**src/rtl/rb_bus_arbiter_pkg.sv**
```systemverilog
// Shared types for the register-bank port arbiter.
package rb_bus_arbiter_pkg;

   // Default register-bank geometry of the integrated design
   localparam int RB_AW = 8;
   localparam int RB_DW = 8;

   // Arbiter slot sequencing: wait for a quiet bus, own the port one cycle, report completion
   typedef enum logic [1:0] {
      ARB_IDLE,
      ARB_GRANT,
      ARB_DONE
   } rb_arb_state_t;

   // One internal (m1) access as seen at the default register-bank geometry
   typedef struct packed {
      logic             we;
      logic [RB_AW-1:0] address;
      logic [RB_DW-1:0] wdata;
   } rb_m1_req_t;

endpackage

```
**src/rtl/rb_bus_arbiter.sv**
```systemverilog
// Shares the single register-bank port between the I2C slave (m0, never
// stalled, absolute priority) and one internal requester (m1). m1 receives
// single-beat slots only after m0 has been idle for HOLDOFF cycles; an m0
// access landing on the grant cycle cancels the slot and m1 retries later.
module rb_bus_arbiter
   import rb_bus_arbiter_pkg::*;
#(
   parameter int AW      = 8,
   parameter int DW      = 8,
   parameter int HOLDOFF = 4,
   parameter int WAIT_W  = 8
) (
   input  logic              clk,
   input  logic              reset,
   input  logic              m0_reg_en,
   input  logic              m0_write_en,
   input  logic [AW-1:0]     m0_address,
   input  logic [DW-1:0]     m0_wdata,
   output logic [DW-1:0]     m0_rdata,
   input  logic              m1_req,
   input  logic              m1_we,
   input  logic [AW-1:0]     m1_address,
   input  logic [DW-1:0]     m1_wdata,
   output logic              m1_gnt,
   output logic              m1_done,
   output logic [DW-1:0]     m1_rdata,
   output logic [AW-1:0]     rb_address,
   output logic [DW-1:0]     rb_wdata,
   output logic              rb_write_en,
   input  logic [DW-1:0]     rb_rdata,
   output logic [WAIT_W-1:0] m1_wait_cnt,
   output logic [WAIT_W-1:0] m1_retry_cnt
);

   localparam int                HW        = $clog2(HOLDOFF + 1);
   localparam logic [HW-1:0]     HOLDOFF_V = HW'(HOLDOFF);
   localparam logic [WAIT_W-1:0] SAT       = '1;

   rb_arb_state_t     state_q, state_d;
   logic [HW-1:0]     holdoff_q, holdoff_d;
   logic [DW-1:0]     m1_rdata_q, m1_rdata_d;
   logic [WAIT_W-1:0] wait_q, wait_d;
   logic [WAIT_W-1:0] retry_q, retry_d;
   logic              m0_active;
   logic              m1_commit;

   assign m0_active = m0_reg_en | m0_write_en;

   // m1 only touches the bank in a grant cycle m0 left alone; reset keeps m0 in charge
   assign m1_commit = (state_q == ARB_GRANT) & ~m0_active & ~reset;

   // State and statistics registers
   always_ff @(posedge clk) begin
      if (reset) begin
         state_q    <= ARB_IDLE;
         holdoff_q  <= HOLDOFF_V;
         m1_rdata_q <= '0;
         wait_q     <= '0;
         retry_q    <= '0;
      end else begin
         state_q    <= state_d;
         holdoff_q  <= holdoff_d;
         m1_rdata_q <= m1_rdata_d;
         wait_q     <= wait_d;
         retry_q    <= retry_d;
      end
   end

   // Next-state: holdoff timer, slot sequencing, read capture and saturating statistics
   always_comb begin
      state_d    = state_q;
      m1_rdata_d = m1_rdata_q;
      wait_d     = wait_q;
      retry_d    = retry_q;
      // Only m0 activity restarts the quiet window; m1's own slots never do
      if (m0_active) begin
         holdoff_d = HOLDOFF_V;
      end else if (holdoff_q != '0) begin
         holdoff_d = holdoff_q - 1'b1;
      end else begin
         holdoff_d = holdoff_q;
      end
      case (state_q)
         ARB_IDLE: begin
            if (m1_req && (wait_q != SAT)) begin
               wait_d = wait_q + 1'b1;
            end
            if (m1_req && !m0_active && (holdoff_q == '0)) begin
               state_d = ARB_GRANT;
            end
         end
         ARB_GRANT: begin
            if (m0_active) begin
               // m0 arrived on top of the slot: drop it, m1 waits for another quiet window
               if (retry_q != SAT) begin
                  retry_d = retry_q + 1'b1;
               end
               state_d = ARB_IDLE;
            end else begin
               if (!m1_we) begin
                  m1_rdata_d = rb_rdata;
               end
               state_d = ARB_DONE;
            end
         end
         ARB_DONE: begin
            wait_d  = '0;
            state_d = ARB_IDLE;
         end
         default: begin
            state_d = ARB_IDLE;
         end
      endcase
   end

   // Port mux: m0 owns the bank unless m1 is committing this cycle
   always_comb begin
      rb_address  = m0_address;
      rb_wdata    = m0_wdata;
      rb_write_en = m0_write_en;
      if (m1_commit) begin
         rb_address  = m1_address;
         rb_wdata    = m1_wdata;
         rb_write_en = m1_we;
      end
   end

   assign m0_rdata     = rb_rdata;
   assign m1_gnt       = (state_q == ARB_GRANT);
   assign m1_done      = (state_q == ARB_DONE);
   assign m1_rdata     = m1_rdata_q;
   assign m1_wait_cnt  = wait_q;
   assign m1_retry_cnt = retry_q;

   // Once granted, m1 must keep requesting until its done pulse
   a_m1_req_held : assert property (@(posedge clk) disable iff (reset)
      (state_q != ARB_IDLE) |-> m1_req);

endmodule

```
**config.mk**
```make
export PLATFORM = sky130hd
export DESIGN_NAME = rb_bus_arbiter
export DESIGN_NICKNAME = d
export VERILOG_FILES = /design/src/rtl/rb_bus_arbiter_pkg.sv /design/src/rtl/rb_bus_arbiter.sv
export SDC_FILE = /design/constraint.sdc
export NUM_CORES = 1
export LEC_CHECK = 0
export CELL_PAD_IN_SITES_DETAIL_PLACEMENT = 0
export CELL_PAD_IN_SITES_GLOBAL_PLACEMENT = 1
export CORE_UTILIZATION = 25
export DETAILED_ROUTE_END_ITERATION = 8
export GPL_ROUTABILITY_DRIVEN = 0
export PLACE_DENSITY = 0.91
export SETUP_SLACK_MARGIN = 0.3
export SYNTH_ARGS = -nofsm -noshare
export SYNTH_HDL_FRONTEND = slang
export SYNTH_SLANG_ARGS = --single-unit
```
**constraint.sdc**
```tcl
create_clock -name clk -period 1.6 [get_ports clk]
set_input_delay 0.16 -clock clk [delete_from_list [all_inputs] [get_ports clk]]
set_output_delay 0.16 -clock clk [all_outputs]
set_load 0.02 [all_outputs]
```
==> results of run 1 <==
[worst reg2reg max path, cell delays in order, from the launching register on]
cell and delay, ns:
dfxtp_2 0.32, nand2b_4 0.14, buf_4 0.13, buf_6 0.12, inv_4 0.06, o221ai_4 0.12
buf_12 0.16, or4_1 0.40, a21oi_1 0.13
[power by group through the flow]
stage	Combinational, mW	Sequential [mW]	Clock, mW
after global placement	0.328	0.755	0
after CTS	0.329	0.737	0.763
after global routing	0.365	0.737	0.799
after detailed placement	0.329	0.756	0
after floorplan	0.128	0.761	0
final	0.341	0.736	0.734
[per-layer routing]
metal,track usage,vias to the layer above,part of all wire
met5,0,-,0
met4,0.0509,0,0.0071
met3,0.0333,5,0.036
met2,0.243,35,0.52
met1,0.185,826,0.44
li1,-,918,-
[final timing paths]
path / endpoint / from / cells past startpoint / slack [ns]
setup / recovery: rb_address[0] / state_q[1] / 7 / -0.05
hold reg to reg: m1_rdata[0] / m1_rdata[0] / 2 / 0.49
setup reg to reg: m1_retry_cnt[5] / state_q[1] / 8 / -0.04
hold / removal: holdoff_q[0] / m0_reg_en / 4 / 0.29
[sequential cells by signal, indices dropped and copies added (netlist names)]
signal and count:
holdoff_q 3, m1_rdata 8, m1_retry_cnt 8, m1_wait_cnt 8, state_q 2
[cells in the mapped netlist (2+ instances only)]
cell      number  share of area
clkbuf_1       2         0.0047
nor2b_1        2         0.0079
nor2_1        22          0.052
dfxtp_1       29           0.37
a21oi_1        7          0.022
o31ai_1        3          0.014
mux2i_1       12          0.076
nand2_1       53           0.13
inv_1          6          0.014
ha_1           4          0.031
nand3_1        8          0.025
buf_6          2          0.014
o21ai_0        6          0.019
a211oi_1       3          0.014
nand4_1        2         0.0079
or4_1          3          0.014
nand2b_1       2         0.0079
or3_1          3          0.012
buf_4          9          0.043
nor3_1         2         0.0063
xor2_1         2          0.011
[repair_timing]
action | 4_1_cts | 5_1_grt
setup buffers | 5 | 10
setup endpoints to repair | 69 | 41
gates cloned | 5 | 0
pin swaps | 5 | 14
gates resized for setup | 164 | 26
[cells in the final DEF, fill, tap and decap left out, types with 3 or more instances in the layout]
cell,count
a21oi_1,6
buf_12,4
buf_4,20
buf_6,21
clkbuf_8,5
clkdlybuf4s50_1,42
dfxtp_1,16
dfxtp_2,8
dfxtp_4,5
dlygate4sd2_1,31
inv_1,5
mux2i_1,12
nand2_1,29
nand2_2,22
nand3_1,6
nor2_1,22
o21ai_0,6
o31ai_1,3
or4_1,3
[cell type report]
cell class                      count  area [um2]
Fill cell                         601        2870
Timing Repair Buffer              125        1240
Multi-Input combinational cell    151        1020
Sequential cell                    29         609
Tap cell                           75        93.8
Clock buffer                        6        72.6
Timing Repair inverter              3        43.8
Inverter                            7        41.3
Clock inverter                      2        33.8
[per-stage QoR]
step                setup TNS, ns  power, mW  area, um2  cells
detailed placement         -12.86       1.08       2750    370
finish                     -0.605       1.81       3160    398
global placement           -12.69       1.08       2750    370
floorplan                       0      0.889       1700    201
global route                -1.88       1.90       3160    398
CTS                        -0.672       1.83       2990    388
[cell families (layout without fill, tap and decap cells)]
group | Yosys count | count (layout) | share of synthesized area
XOR/XNOR | 3 | 3 | 0.0165
adder cells (fa/ha/maj) | 4 | 4 | 0.0315
multiplexers | 12 | 12 | 0.0756
flip-flops | 29 | 29 | 0.365
buffers and inverters | 22 | 143 | 0.0984
AO/OA/AOI/OAI | 25 | 26 | 0.102
AND/OR/NAND/NOR | 106 | 106 | 0.310
==> run_results.csv, run 1 <==
group,metric,value,unit
power_and_ir_drop,max-vdd-ir-drop,0.000311,V
synth,ys_async_sr_fraction,0,
drt,drc,0,
setup_path,required,1.44,ns
timing,finalHoldViolations,0,
timing,grt_setup_unrepaired,"true",
place,place_hpwl,3400,um
power_and_ir_drop,p_int,1.38,mW
synth,ys_warn_count,0,
outcome,violations,"setup timing",
setup_path,critPathMaxStageDelay,0.32,ns
grt,grt_overflow_total,0,
power_and_ir_drop,switchingPower,0.429,mW
synth,yosys_most_used_dff,"dfxtp_1",
final_layout,final_util,0.524,
setup_path,crit_path_start_kind,"register",
setup_path,crit_arrival,1.49,ns
place,portBuffers,96,
timing,tightest_slew,0.288,ns
floorplanning,core_region_area,0.00603,mm2
clock_network,cts-root-buf,"clkbuf_8",
power_and_ir_drop,combPwrFrac,0.188,
clock_network,path_clk_slew,0.07,ns
setup_path,slowest_stage,"dfxtp_2",
place,dpl_worst_slack,-0.731,ns
timing,worst_slack,-0.0521,ns
clock_network,cts_tree,"yes",
floorplanning,rows,28,
synth,ys_seq_elements,29,
synth,syn_area_per_cell,7.91,um2
drt,detail-route-antenna-nets,0,
setup_path,crit_family,"simple AND/OR/NAND/NOR gates",
synth,ys_types,40,
clock_network,clkSinkCount,29,
floorplanning,initial_core_util,0.264,
synth,synth-edff-count,0,
setup_path,cp_cell_sequence,"nand2b_4 -> or2_4 -> buf_12 -> inv_8 -> nand2_1 -> nand2_2 -> buf_6",
timing,finalSetupViolCount,21,
drt,drtIter0Drc,18,
synth,synthesis.area,0.00159,mm2
timing,fmax,605,MHz
timing,finalMaxSlewViolations,0,
floorplanning,boundaryPins,97,
synth,syn-instance-count,201,
clock_network,htreeDepth,2,
setup_path,endpoint_kind,"output pin",
timing,fin_worst_skew,0.00969,ns
setup_path,crit_fanout,5,
power_and_ir_drop,p_seq_frac,0.406,
power_and_ir_drop,power.density,574,mW/mm2
timing,fin_crit,1.65,ns
floorplanning,die_h,81.7,um
outcome,outcome,"finished with violations",
grt,antenna_found_initial,0,
clock_network,worstSkewPairLatency,0.28,ns
clock_network,cts-hold-fix-buffers,0,
grt,first_global_vias,1589,
final_layout,n_antenna_cell,0,
setup_path,crit_buf_inv,3,
final_layout,area_delta_synth_final,98.6,%
worst_hold_path,hold_path_class,"input port to register",
grt,gr-usage-all-layers,0.147,
floorplanning,die_area,0.00668,mm2
synth,syn_nets,251,
clock_network,cts_buffer_depth,2,
power_and_ir_drop,leakage,1.40,nW
power_and_ir_drop,clock_power_share,0.405,
drt,post_drt_wl_per_cell,12.7,um
setup_path,critPathKind,"register to output pin",
floorplanning,die_x,81.7,um
synth,ys_seq_area_frac,0.365,
timing,relSlewSlack,0.808,
clock_network,cts_buffers,5,
drt,firstDrtPassIters,4,
timing,whs,0.294,ns
drt,vias,1784,
final_layout,fin_nets,372,
run,drv_cap,0,
grt,grt_max_degree,18,
final_layout,drive_gt1_frac,0.356,
drt,routed_wl,5060,um
power_and_ir_drop,p_sw_frac,0.237,
timing,fin_crit_sh,1.03,
drt,vias_per_cell,4.48,
grt,grt_pass1_wl,7490,um
No activity file was read; power rests on OpenSTA's default activity.
==> run 2, diff against run 1 <==
Settings changed: HOLD_SLACK_MARGIN set to 0.08.
==> results of run 2 <==
Final layout, timing and power as in run 1 (identical DEF).
==> run 3, diff against run 2 <==
--- a/constraint.sdc
+++ b/constraint.sdc
@@ -3,2 +3,2 @@
 set_output_delay 0.16 -clock clk [all_outputs]
-set_load 0.02 [all_outputs]
+set_load 0.1 [all_outputs]
==> run 3 against run 2 <==
- the flow still finishes with violations (setup timing)
- total power grew 25%
- sequential share of layout area shrank 4.1 points
- hold slack lost 0.010 ns
- critical endpoint is now rb_address[4]
- cell area grew 33%
==> run_results.csv, run 3 (same netlist as run 1, synthesis figures left out) <==
group,metric,value,unit
outcome,outcome,"finished with violations",
outcome,violations,"setup timing",
clock_network,cts_tree,"yes",
final_layout,final_cell_mix,"buf_12 (55), clkdlybuf4s50_1 (42), nand2_8 (25)",
power_and_ir_drop,leakage,1.55,nW
power_and_ir_drop,power.density,540,mW/mm2
timing,fin_crit,1.77,ns
grt,gr-usage-all-layers,0.179,
final_layout,n_antenna_cell,0,
place,place_hpwl,3880,um
floorplanning,initial_core_util,0.264,
clock_network,htreeDepth,2,
drt,post_drt_wl_per_cell,14.9,um
drt,drtIter0Drc,15,
timing,tightest_slew,0.316,ns
worst_hold_path,hold_path_end,"holdoff_q[0]",
timing,fin_worst_skew,0.00553,ns
timing,worst_slack,-0.167,ns
final_layout,nFillCells,417,
timing,whs,0.284,ns
worst_hold_path,min_path_cells,4,
clock_network,cts-hold-fix-buffers,0,
setup_path,r2r_start,"state_q[1]",
power_and_ir_drop,max-vdd-ir-drop,0.000473,V
timing,fin_crit_sh,1.10,
floorplanning,die_area,0.00668,mm2
drt,vias_per_cell,4.72,
clock_network,cts_buffers,5,
run,drv_cap,0,
grt,grt_overflow_total,0,
setup_path,crit_path_start_kind,"register",
setup_path,endpoint_kind,"output pin",
clock_network,cts_buffer_depth,2,
final_layout,final_util,0.694,
setup_path,crit_fanout,7,
floorplanning,rows,28,
final_layout,seqCellArea,638,um2
timing,relSlewSlack,0.788,
worst_hold_path,hold_start,"m0_write_en",
floorplanning,die_x,81.7,um
grt,grt_pass1_wl,8940,um
final_layout,fin_nets,368,
drt,vias,1858,
setup_path,required,1.44,ns
floorplanning,core_region_area,0.00603,mm2
power_and_ir_drop,p_total,2.26,mW
drt,drc,0,
worst_hold_path,hold_path_class,"input port to register",
timing,finalHoldViolations,0,
setup_path,r2r_slack,-0.06,ns
drt,firstDrtPassIters,4,
final_layout,drive_gt1_frac,0.555,
final_layout,multi_input_area,0.00154,mm2
drt,detail-route-antenna-nets,0,
clock_network,worstSkewPairLatency,0.29,ns
grt,first_global_vias,1891,
timing,fmax,566,MHz
timing,grt_setup_unrepaired,"true",
final_layout,layout_commonest_cell,"buf_12",
place,placed_cell_area,0.00360,mm2
floorplanning,die_h,81.7,um
timing,finalMaxSlewViolations,0,
grt,grt_max_degree,18,
drt,routed_wl,5870,um
timing,finalSetupViolCount,18,
place,portBuffers,96,
floorplanning,boundaryPins,97,
setup_path,timing.rr.end,"m1_retry_cnt[7]",
clock_network,cts-root-buf,"clkbuf_8",
setup_path,crit_arrival,1.61,ns
grt,antenna_found_initial,0,
final_layout,area_delta_synth_final,163,%
setup_path,critPathKind,"register to output pin",
final_layout,postLayoutCellArea,0.00418,mm2
setup_path,reg2regPathDepth,7,
clock_network,path_clk_slew,0.07,ns
clock_network,clkSinkCount,29,
[run 3: metal layers]
layer / routed length [um] / up-vias / global-route usage
li1: - / 922 / -
met1: 2190 / 859 / 0.194
met2: 3150 / 61 / 0.312
met3: 372 / 16 / 0.0667
met4: 162 / 0 / 0.0719
met5: 0 / - / 0
[run 3: power breakdown]
group	switching, mW	internal, mW
Combinational	0.448	0.329
Clock	0.302	0.458
Sequential	0.0117	0.712
[run 3: worst max-delay path: stages, from the launching register on]
cell,delay (ns)
dfxtp_2,0.32
nand2b_4,0.14
or2_4,0.34
buf_12,0.20
nand2_4,0.09
nand2_8,0.05
buf_12,0.16
[run 3: how the worst max path moves through the flow]
stage	slack, ns	to	cells after the start	startpoint
global route	-0.22	rb_address[4]	6	state_q[1]
CTS	-0.17	rb_wdata[6]	6	state_q[1]
global placement	-0.46	rb_wdata[4]	7	m0_reg_en
finish	-0.17	rb_address[4]	6	state_q[1]
detailed placement	-0.49	rb_address[3]	7	m0_reg_en
floorplan	-0.04	m1_retry_cnt[2]	6	state_q[1]
[run 3: layout make-up]
type	instances	share of cell area
repair buffers	121	0.416
multi-input cells	151	0.368
flip-flops and latches	29	0.153
well taps	75	0.0224
clock buffers	5	0.0164
clock inverters	3	0.00987
inverters	7	0.00897
repair inverters	3	0.00568
[run 3: stage by stage]
stage	setup slack, ns	cells	setup TNS [ns]
2_1_floorplan	-0.0402	201	-0.356
3_3_place_gp	-0.464	369	-7.45
3_5_place_dp	-0.492	369	-8.25
4_1_cts	-0.167	387	-2.59
5_1_grt	-0.216	394	-3.58
6_report	-0.167	394	-2.55
[run 3: repair_timing]
item                       CTS  global route
setup endpoints to repair   37            38
resized for setup           61            18
setup buffers                5             7
pin swaps                   17            12
gates cloned                 5             0
